## config.mk

```make
export PLATFORM = sky130hd
export DESIGN_NAME = npu_tile_scheduler
export DESIGN_NICKNAME = d
export VERILOG_FILES = /design/src/rtl/npu_tile_scheduler.sv
export SDC_FILE = /design/constraint.sdc
export NUM_CORES = 1
export LEC_CHECK = 0
export CAP_MARGIN = 30
export CORE_MARGIN = 2
export CORE_UTILIZATION = 48
export CTS_BUF_LIST = sky130_fd_sc_hd__clkbuf_4 sky130_fd_sc_hd__clkbuf_8 sky130_fd_sc_hd__clkbuf_16
export DETAILED_ROUTE_END_ITERATION = 10
export MAX_ROUTING_LAYER = met4
export PLACE_DENSITY = 0.68
export SYNTH_ARGS = -nofsm -noshare
export SYNTH_HDL_FRONTEND = slang
export SYNTH_SLANG_ARGS = --single-unit
```

## constraint.sdc

```tcl
create_clock -name clk -period 7.65 [get_ports clk]
set_clock_uncertainty 0.15 [all_clocks]
set_input_delay 1.53 -clock clk [delete_from_list [all_inputs] [get_ports clk]]
set_output_delay 1.53 -clock clk [all_outputs]
set_load 0.01 [all_outputs]
```

## src/rtl/npu_tile_scheduler.sv

```systemverilog
// Tile scheduler: buffers host commands in a small FIFO and walks each command's tile range row-major,
// issuing one tile-processor start per tile. Optional WAIT watchdog enabled by defining NPU_SCHED_TIMEOUT_EN.
module npu_tile_scheduler #(
   parameter int QDEPTH = 4,
   parameter int CNT_W  = 7
) (
   input  logic             clk,
   input  logic             rst,
   input  logic             cmd_valid,
   output logic             cmd_ready,
   input  logic [2:0]       cmd_op,
   input  logic [2:0]       cmd_i0,
   input  logic [2:0]       cmd_i1,
   input  logic [2:0]       cmd_j0,
   input  logic [2:0]       cmd_j1,
   output logic             tp_start,
   output logic [2:0]       tp_tile_i,
   output logic [2:0]       tp_tile_j,
   output logic [2:0]       tp_op_code,
   input  logic             tp_done,
   output logic             busy,
   output logic             cmd_done,
   output logic             cmd_err,
   output logic [CNT_W-1:0] tiles_done
);
   localparam int AW = $clog2(QDEPTH);
   localparam logic [AW:0] FULL_CNT = (AW+1)'(QDEPTH);

   typedef enum logic [2:0] {IDLE, CHECK, ISSUE, WAIT, NEXT} state_t;
   typedef struct packed {
      logic [2:0] op;
      logic [2:0] i0;
      logic [2:0] i1;
      logic [2:0] j0;
      logic [2:0] j1;
   } cmd_t;

   cmd_t             fifoMem [QDEPTH];
   logic [AW-1:0]    wrPtr_q, rdPtr_q;
   logic [AW:0]      count_q;
   logic             readyEn_q;
   logic             tpDone_q;
   state_t           state_q;
   cmd_t             work_q;
   logic [2:0]       curI_q, curJ_q, opCode_q;
   logic             start_q, done_q, err_q;
   logic [CNT_W-1:0] tiles_q;
`ifdef NPU_SCHED_TIMEOUT_EN
   logic [15:0]      wdog_q;
`endif

   logic push, pop, empty, full, doneEdge;
   cmd_t cmdIn;

   assign cmdIn    = '{op: cmd_op, i0: cmd_i0, i1: cmd_i1, j0: cmd_j0, j1: cmd_j1};
   assign empty    = (count_q == '0);
   assign full     = (count_q == FULL_CNT);
   assign push     = cmd_valid && cmd_ready;
   assign pop      = (state_q == IDLE) && !empty;
   assign doneEdge = tp_done && !tpDone_q;

   // readyEn_q keeps cmd_ready low while reset is asserted.
   assign cmd_ready  = readyEn_q && !full;
   assign busy       = (state_q != IDLE) || !empty;
   assign tp_start   = start_q;
   assign tp_tile_i  = curI_q;
   assign tp_tile_j  = curJ_q;
   assign tp_op_code = opCode_q;
   assign cmd_done   = done_q;
   assign cmd_err    = err_q;
   assign tiles_done = tiles_q;

   always_ff @(posedge clk) begin
      if (push) fifoMem[wrPtr_q] <= cmdIn;
   end

   always_ff @(posedge clk or posedge rst) begin
      if (rst) begin
         wrPtr_q   <= '0;
         rdPtr_q   <= '0;
         count_q   <= '0;
         readyEn_q <= 1'b0;
         tpDone_q  <= 1'b0;
      end else begin
         readyEn_q <= 1'b1;
         tpDone_q  <= tp_done;
         if (push) wrPtr_q <= wrPtr_q + 1'b1;
         if (pop)  rdPtr_q <= rdPtr_q + 1'b1;
         case ({push, pop})
            2'b10:   count_q <= count_q + 1'b1;
            2'b01:   count_q <= count_q - 1'b1;
            default: ;
         endcase
      end
   end

   // Outputs are loaded on entry to ISSUE so tp_start is high during the ISSUE cycle itself.
   always_ff @(posedge clk or posedge rst) begin
      if (rst) begin
         state_q  <= IDLE;
         work_q   <= '0;
         curI_q   <= '0;
         curJ_q   <= '0;
         opCode_q <= '0;
         start_q  <= 1'b0;
         done_q   <= 1'b0;
         err_q    <= 1'b0;
         tiles_q  <= '0;
`ifdef NPU_SCHED_TIMEOUT_EN
         wdog_q   <= '0;
`endif
      end else begin
         start_q <= 1'b0;
         done_q  <= 1'b0;
         err_q   <= 1'b0;
         case (state_q)
            IDLE: begin
               if (pop) begin
                  work_q  <= fifoMem[rdPtr_q];
                  state_q <= CHECK;
               end
            end
            CHECK: begin
               if (work_q.op > 3'd4 || work_q.i0 > work_q.i1 || work_q.j0 > work_q.j1) begin
                  err_q   <= 1'b1;
                  state_q <= IDLE;
               end else begin
                  curI_q   <= work_q.i0;
                  curJ_q   <= work_q.j0;
                  opCode_q <= work_q.op;
                  start_q  <= 1'b1;
                  state_q  <= ISSUE;
               end
            end
            ISSUE: begin
`ifdef NPU_SCHED_TIMEOUT_EN
               wdog_q  <= '0;
`endif
               state_q <= WAIT;
            end
            WAIT: begin
               if (doneEdge) begin
                  tiles_q <= tiles_q + 1'b1;
                  state_q <= NEXT;
               end
`ifdef NPU_SCHED_TIMEOUT_EN
               else if (wdog_q == 16'hFFFF) begin
                  err_q   <= 1'b1;
                  state_q <= IDLE;
               end else begin
                  wdog_q <= wdog_q + 16'd1;
               end
`endif
            end
            NEXT: begin
               if (curJ_q < work_q.j1) begin
                  curJ_q  <= curJ_q + 1'b1;
                  start_q <= 1'b1;
                  state_q <= ISSUE;
               end else if (curI_q < work_q.i1) begin
                  curI_q  <= curI_q + 1'b1;
                  curJ_q  <= work_q.j0;
                  start_q <= 1'b1;
                  state_q <= ISSUE;
               end else begin
                  done_q  <= 1'b1;
                  state_q <= IDLE;
               end
            end
            default: state_q <= IDLE;
         endcase
      end
   end
endmodule

```

==> Word-level counts from Yosys, hierarchy flattened <==
Memory sizes are Yosys's and may differ from the RTL's. A register that Yosys moved wholly into a read port is not among the register bits.
Cells that the tools add are included.
{ "op_classes": {"n_addsub": 7, "mul": 0, "div": 0, "magnitude_cmp": 5, "n_eq_ne": 13, "shift": 0, "n_mux": 26, "bitwise": 1, "reduce_logical": 21} }
{ "op_table": {"columns": ["op", "count"], "rows": [
  ["$mux W3", 8],
  ["$pmux W3 S2", 3],
  ["$pmux W3 S5", 1],
  ["$mux W1", 10],
  ["$ne A2 B2 Y1 const B", 5],
  ["$add A3 B1 Y3 const B", 3],
  ["$reduce_and A2 Y1", 4],
  ["$add A7 B1 Y7 const B", 1],
  ["$eq A3 B2 Y1 const B", 2],
  ["$eq A3 B3 Y1 const B", 2],
  ["$gt A3 B3 Y1", 2],
  ["$logic_not A3 Y1", 2],
  ["$lt A3 B3 Y1", 2],
  ["$mux W2", 3],
  ["$add A2 B1 Y2 const B", 2],
  ["$logic_and A1 B1 Y1", 4],
  ["$reduce_and A4 Y1", 1],
  ["$reduce_bool A2 Y1", 2],
  ["$eq A3 B1 Y1 const B", 1],
  ["$gt A3 B3 Y1 const B", 1],
  ["$logic_not A1 Y1", 3],
  ["$logic_or A1 B1 Y1", 3],
  ["$ne A3 B3 Y1 const B", 1],
  ["$reduce_and A3 Y1", 1],
  ["other kinds (6)", 6]
]} }
{ "word_totals": {"register_bits": 31, "latchBits": 0, "ram_bits": 60, "mem_bits_ro": 0, "in_bits": 19, "out_inout_bits": 21, "word_cells": 87, "memories": 1} }
{ "memory_table": {"columns": ["memory", "words", "word_bits", "read_ports", "rd_ports_with_merged_regs", "write_ports", "line", "rtl"], "rows": [
  ["fifoMem", 4, 15, 1, 1, 1, "38", "cmd_t fifoMem [QDEPTH];"]
]} }

==> Longest topological paths before layout <==
Gate-level depths: netlist of run 1.
{ "depth": {"ltp_word": 6, "ltp_mapped": 10, "depth_no_buf": 10} }

==> Worst setup path before layout of run 1 <==
Ideal clock, no wire load.
{ "synth_path": {"path_type": "input-to-reg", "startpoint": "in cmd_valid", "endpoint": "reg count_q[2]", "setup_time_ns": 0.079, "arrival_time_ns": 2.701, "t_required_ns": 7.421, "slack_ns": 4.720, "path_stages": 8, "path_buffers": 0, "cell_sequence": "and2_1 > inv_1 > ha_1 > inv_1 > fa_1 > xor2_1 > nor2_1 > xor2_1"} }
{ "synth_via": {"elab_chain_cells": 3, "word_cells_on_any_way": 5, "classes_between": "eq/ne: 2; mux: 1; reduce/logical: 2"} }
{ "synth_rtl": {"columns": ["item", "line", "rtl"], "rows": [
  ["from (decl)", "9", "input logic cmd_valid,"],
  ["$logic_and A1 B1 Y1 *", "58", "assign push = cmd_valid && cmd_ready;"],
  ["$eq A2 B1 Y1 or $eq A2 B2 Y1 (tied branches)", "89", "case ({push, pop})"],
  ["$pmux W3 S2 or $reduce_bool A2 Y1 (tied branches)", null, null],
  ["to (signal assigned)", "90", "2'b10: count_q <= count_q + 1'b1;"],
  ["to (signal assigned)", "91", "2'b01: count_q <= count_q - 1'b1;"],
  ["to (decl)", "40", "logic [AW:0] count_q;"]
]} }
Every way passes the cells marked *; elsewhere a longest branch is shown, timed or not.
A chain may end at the register's enable or synchronous reset.

==> Worst setup path after layout of run 1 <==
{ "layout_path": {"startpoint": "reg count_q[0]", "endpoint": "out cmd_ready"} }
{ "layout_via": {"elab_chain_cells": 3} }
{ "layout_rtl": {"columns": ["item", "line", "rtl"], "rows": [
  ["$eq A3 B3 Y1", "57", "assign full = (count_q == FULL_CNT);"],
  ["$logic_not A1 Y1", "63", "assign cmd_ready = readyEn_q && !full;"],
  ["$logic_and A1 B1 Y1", "63", null],
  ["to (decl)", "10", "output logic cmd_ready,"]
]} }
Every way passes these cells.

==> impl_metrics.tcl, run 1 <==
set metrics [dict create \
    combPwrFrac_pct 37.8 \
    hold_buffers 0 \
    worstPathMaxFanout 6 \
    dr.max_layer_used "met4" \
    wl_met1_um 3400 \
    grt_pass1_wl_um 12500 \
    synthFlopType "edfxtp_1" \
    slowest_delay_ns 0.62 \
    fmax_mhz 282 \
    drt_first_pass_iters 4 \
    wl_met2_um 3560 \
    r2r_start "work_q[1]" \
    critical_path.endpoint_type "output pin" \
    start_util_pct 49.1 \
    status "finished, final reports clean" \
    post-route-period-util_pct 46.3 \
    cp_cell_sequence "inv_1, a31oi_1, clkdlybuf4s50_1" \
    finalHoldViolCount 0 \
    synth-edff-count 60 \
    grt_overflow 0 \
    io_pins 40 \
    final_cell_mix "60 x edfxtp_1, 46 x dfrtp_1, 39 x clkdlybuf4s50_1" \
    area_growth_pct 16.2 \
    syn_area_mm2 0.00451 \
    dp_slack_ns 4.13 \
    tightest_slew_ns 0.793 \
    switching_share_pct 33.6 \
    ant_nets 0 \
    cts_resized 0 \
    max_cap_violations 0 \
    ys_warn_count 0 \
    drive_above_1_share_pct 17.6 \
    internal_power_uw 1300 \
    hp-start "tp_op_code[2]" \
    place_area_mm2 0.00502 \
    cts_tree "built" \
    die_h_um 101 \
    period_needed_ns 3.54 \
    cts-root-buf "clkbuf_8" \
    relSlewSlack_pct 47.1 \
    grt_pass1_vias 2528 \
    p_leak_uw 0.00203 \
    fin_util_pct 57.0 \
    setup_slack_ns 4.11 \
    r2r_end "tp_tile_j[1]" \
    r2r_slack_ns 5.04 \
    hpwl_um 5060 \
    gp_congestion 0.779 \
    seqPwrFrac_pct 44.6 \
    synthArstFlopShare_pct 43.4 \
    grt_max_degree 47 \
    p_sw_uw 660 \
    die_w_um 101 \
    fp.coreArea_mm2 0.00920 \
    cts_sinks 106 \
    cp_data_required_time_ns 5.97 \
    rows 35 \
    finalPower_uw 1960 \
    drc 0 \
    yosys.cell_types.count 47 \
    htreeDepth 3 \
    worstPathArrival_ns 1.86 \
    synth_area_per_cell_um2 15.5 \
    clkTransAtPathRegs_ns 0.10 \
    clock_latency_ns 0.36 \
    dr_total_vias 2398 \
    port_buffers 39 \
    drt-total-wl_um 7260 \
    postCtsSetupBuffers 0 \
    path_class "flop to output pin" \
    rsz0062_at_grt "no" \
    num_antenna_cells 0 \
    met3_length_um 214 \
    cts_buffer_depth 2 \
    synth_fp_nets 329 \
    avgRoutedWirePerCell_um 16.1 \
    hold_path.class "flop to flop" \
    ys_seq_elements 106 \
    fin_nets 373 \
    netlist_instances 291 \
    numCtsBuffers 9 \
    ys_seq_area_share_pct 65.4 \
    p_per_area_mw_per_mm2 374 \
    dieArea_mm2 0.0102 \
    antenna_found_initial 0 \
    final_max_slew_viol_count 0 \
    vias_per_cell 5.32 \
    whs_endpoint "tp_op_code[2]" \
    setup_viol 0 \
    slowest_stage "clkdlybuf4s50_1" \
    cp-start-kind "flop" \
    power_frac_clock_pct 17.6 \
    final_area_mm2 0.00524 \
    drtIter0Drc 69 \
    hold_depth 2 \
    worstRegToRegCells 7 \
    grt_usage_pct 16.4 \
    tns_ns 0 \
    final_common_cell "edfxtp_1" \
    vdd_ir_drop_max_mv 0.134 \
    n_fill_cell 746 \
]
critical path, delay by kind of cell, from the launching register on:
family | cells | cell delay [ns]
buf+inv | 2 | 0.71
flops | 1 | 0.40
compound gates | 1 | 0.39
cells in the mapped netlist (all sizes together), types with 2 or more instances:
library cell / instances / area, um2
edfxtp: 60 / 1800
dfrtp: 46 / 1150
inv: 20 / 77.6
mux2: 19 / 221
nand2: 19 / 71.3
ha: 18 / 225
mux4: 15 / 338
o21ai: 11 / 55.1
nor2: 10 / 37.5
xnor2: 8 / 70.1
nand3: 6 / 30.0
nor3: 6 / 35.0
a21oi: 5 / 25.0
and3: 5 / 31.3
buf: 5 / 37.5
clkbuf: 4 / 15.0
xor2: 4 / 35.0
nor2b: 3 / 18.8
and2: 2 / 12.5
nand4: 2 / 12.5
o21a: 2 / 15.0
or2: 2 / 15.0
or3: 2 / 17.5
power by group through the flow:
stage	combinational, uW	clock, uW	sequential (uW)
finish	743	345	874
global route	848	376	899
global placement	698	0	901
CTS	753	355	879
detailed placement	750	0	892
floorplan	546	0	844
worst max-delay path by stage:
stage                     slack (ns)  cells past startpoint       start          to
after CTS                       4.08                      3  count_q[0]   cmd_ready
after global placement          4.19                      9   cmd_valid  count_q[2]
final                           4.11                      3  count_q[0]   cmd_ready
after floorplan                 4.72                      8   cmd_valid  count_q[2]
after detailed placement        4.13                      9   cmd_valid  count_q[2]
after global routing            3.95                      3  count_q[0]   cmd_ready
cells by family after synthesis:
logic type / Yosys count / share of synthesized area (%)
DFF: 106 / 65.4
and+or+nand+nor: 59 / 6.77
muxes: 35 / 12.6
AOI/OAI and AO/OA: 30 / 4.44
buffers and inverters: 29 / 2.88
adders and majority gates: 19 / 5.44
xor gates and xnor gates: 12 / 2.33
other: 1 / 0.0831
registers in the layout (all words and copies together), names as in the netlist:
signal / count
wrPtr_q: 2
tp_tile_i: 3
count_q: 3
fifoMem: 60
tpDone_q: 1
tiles_done: 7
readyEn_q: 1
rdPtr_q: 2
work_q: 15
tp_start: 1
tp_op_code: 3
tp_tile_j: 3
cmd_done: 1
state_q: 3
cmd_err: 1
layout make-up:
class	instances	area [um2]	share of cell area (%)
clock buffer	9	124	2.36
clock inverter	7	73.8	1.41
inverter	20	77.6	1.48
multi-input combinational	156	1430	27.3
sequential	106	2950	56.3
tap	111	139	2.65
timing repair buffer	42	445	8.50
per-stage QoR:
step                      std cells  hold WS [ns]
after floorplan                 291         0.308
after global placement          433         0.302
after detailed placement        434         0.313
after CTS                       450         0.336
after global routing            451         0.357
final                           451         0.326
routing by layer:
layer / up-vias / global-route usage (%)
met1: 1200 / 22.2
met5: - / -
met3: 5 / 2.91
met2: 33 / 25.8
li1: 1160 / -
met4: 0 / 4.99
No activity file was read; power rests on OpenSTA's default activity.
==> run 2: changes to the inputs <==
--- a/config.mk
+++ b/config.mk
@@ -11,7 +11,7 @@
 export CTS_BUF_LIST = sky130_fd_sc_hd__clkbuf_4 sky130_fd_sc_hd__clkbuf_8 sky130_fd_sc_hd__clkbuf_16
 export DETAILED_ROUTE_END_ITERATION = 10
 export MAX_ROUTING_LAYER = met4
-export PLACE_DENSITY = 0.68
+export PLACE_DENSITY = 0.71
 export SYNTH_ARGS = -nofsm -noshare
 export SYNTH_HDL_FRONTEND = slang
 export SYNTH_SLANG_ARGS = --single-unit
==> constraint.sdc (replaced) <==
create_clock -name clk -period 2.95 [get_ports clk]
set_clock_uncertainty 0.15 [all_clocks]
set_input_delay 0.59 -clock clk [delete_from_list [all_inputs] [get_ports clk]]
set_output_delay 0.59 -clock clk [all_outputs]
set_load 0.01 [all_outputs]
==> impl_metrics.tcl, run 2 (same netlist as run 1, synthesis figures left out) <==
set metrics [dict create \
    p_per_area_mw_per_mm2 973 \
    gp_congestion 0.828 \
    post-route-period-util_pct 88.1 \
    regMostFlops "fifoMem" \
    rows 35 \
    die_h_um 101 \
    fmax_mhz 385 \
    cts-root-buf "clkbuf_8" \
    fin_util_pct 57.4 \
    start_util_pct 49.1 \
    worstPathMaxFanout 6 \
    drt-total-wl_um 7200 \
    port_buffers 39 \
    cts_sinks 106 \
    grt_pass1_wl_um 12000 \
    drt_first_pass_iters 4 \
    cts_tree "built" \
    vias_per_cell 5.35 \
    n_fill_cell 711 \
    grt_overflow 0 \
    htreeDepth 3 \
    cts_buffer_depth 2 \
    tightest_slew_ns 0.710 \
    slowest_stage "clkdlybuf4s50_1" \
    area_growth_pct 17.1 \
    hold_path.class "input pin to asynchronous set/reset pin" \
    multi_input_area_mm2 0.00143 \
    relSlewSlack_pct 52.7 \
    slowest_delay_ns 0.62 \
    drc 0 \
    hpwl_um 4950 \
    fp.coreArea_mm2 0.00920 \
    numCtsBuffers 9 \
    ant_nets 0 \
    dr_total_vias 2447 \
    path_class "flop to output pin" \
    clkTransAtPathRegs_ns 0.11 \
    postCtsSetupBuffers 0 \
    max_cap_violations 0 \
    place_area_mm2 0.00506 \
    num_antenna_cells 0 \
    die_w_um 101 \
    tns_ns 0 \
    p_leak_uw 0.00207 \
    worstPathArrival_ns 1.86 \
    critical_path.endpoint_type "output pin" \
    final_common_cell "edfxtp_1" \
    rsz0062_at_grt "no" \
    grt_usage_pct 15.9 \
    antenna_found_initial 0 \
    seq_area_mm2 0.00295 \
    period_needed_ns 2.60 \
    drtIter0Drc 130 \
    largest_reg_flops 60 \
    final_max_slew_viol_count 0 \
    grt_pass1_vias 2363 \
    grt_max_degree 37 \
    cp_cell_sequence "inv_1, a31oi_1, clkdlybuf4s50_1" \
    drive_above_1_share_pct 19.4 \
    vdd_ir_drop_max_mv 0.399 \
    cts_resized 0 \
    dieArea_mm2 0.0102 \
    avgRoutedWirePerCell_um 15.8 \
    finalHoldViolCount 0 \
    cp-start-kind "flop" \
    hold_buffers 0 \
    status "finished, final reports clean" \
    setup_viol 0 \
    final_cell_mix "60 x edfxtp_1, 46 x dfrtp_1, 39 x clkdlybuf4s50_1" \
    clock_latency_ns 0.37 \
    fin_nets 379 \
    final_area_mm2 0.00528 \
    r2r_slack_ns 0.50 \
    cp_data_required_time_ns 2.21 \
    io_pins 40 \
]
## run 2: cell count changes in the layout (fill, tap and decap cells not counted), moves of 2 or more
cell	previous run	this run
buf_4	1	9
inv_6	4	0
clkinv_4	0	2
clkinv_8	0	2
inv_8	0	2
## run 2: per-stage QoR
step,cells,hold WS (ns),setup WS (ns),power (uW)
floorplan,291,0.308,0.299,3610
global placement,441,0.304,0.451,4170
detailed placement,441,0.319,0.386,4240
CTS,457,0.284,0.325,5200
global route,457,0.311,0.234,5530
finish,457,0.298,0.351,5140
## run 2: power breakdown
group	switching [uW]	total [uW]	internal, uW	leakage [uW]
sequential	309	2240	1940	0.00111
clock	532	953	421	0.000113
combinational	912	1940	1030	0.000847
## run 2: final timing paths
| kind | startpoint | endpoint | cells past startpoint |
|---|---|---|---|
| hold / removal | rst | tiles_done[6] | 2 |
| hold reg to reg | tiles_done[6] | tiles_done[6] | 1 |
| setup / recovery | count_q[0] | cmd_ready | 3 |
| setup reg to reg | work_q[7] | tp_tile_i[0] | 8 |
| min in group clk | tiles_done[6] | tiles_done[6] | 1 |
| max in group asynchronous | rst | work_q[4] | 3 |
## run 2: worst max-delay path, delay by kind of cell, from the launching register on
family,cells,cell delay [ns]
flip-flops,1,0.40
AO/OA/AOI/OAI,1,0.39
buffers and inverters,2,0.71
## run 2: final cells by class
| type | count | share of cell area [%] |
|---|---|---|
| Tap cell | 111 | 2.63 |
| Inverter | 20 | 1.47 |
| Sequential cell | 106 | 55.9 |
| Multi-Input combinational cell | 156 | 27.0 |
| Timing Repair Buffer | 48 | 8.67 |
| Clock inverter | 7 | 1.94 |
| Clock buffer | 9 | 2.34 |
## run 2: metal layers
metal / share of wire (%) / global-route usage (%) / wire length, um
met1: 47 / 21.5 / 3410
met4: 1.3 / 5.30 / 94
met3: 3.3 / 3.33 / 237
met5: 0 / - / 0
met2: 48 / 24.5 / 3460
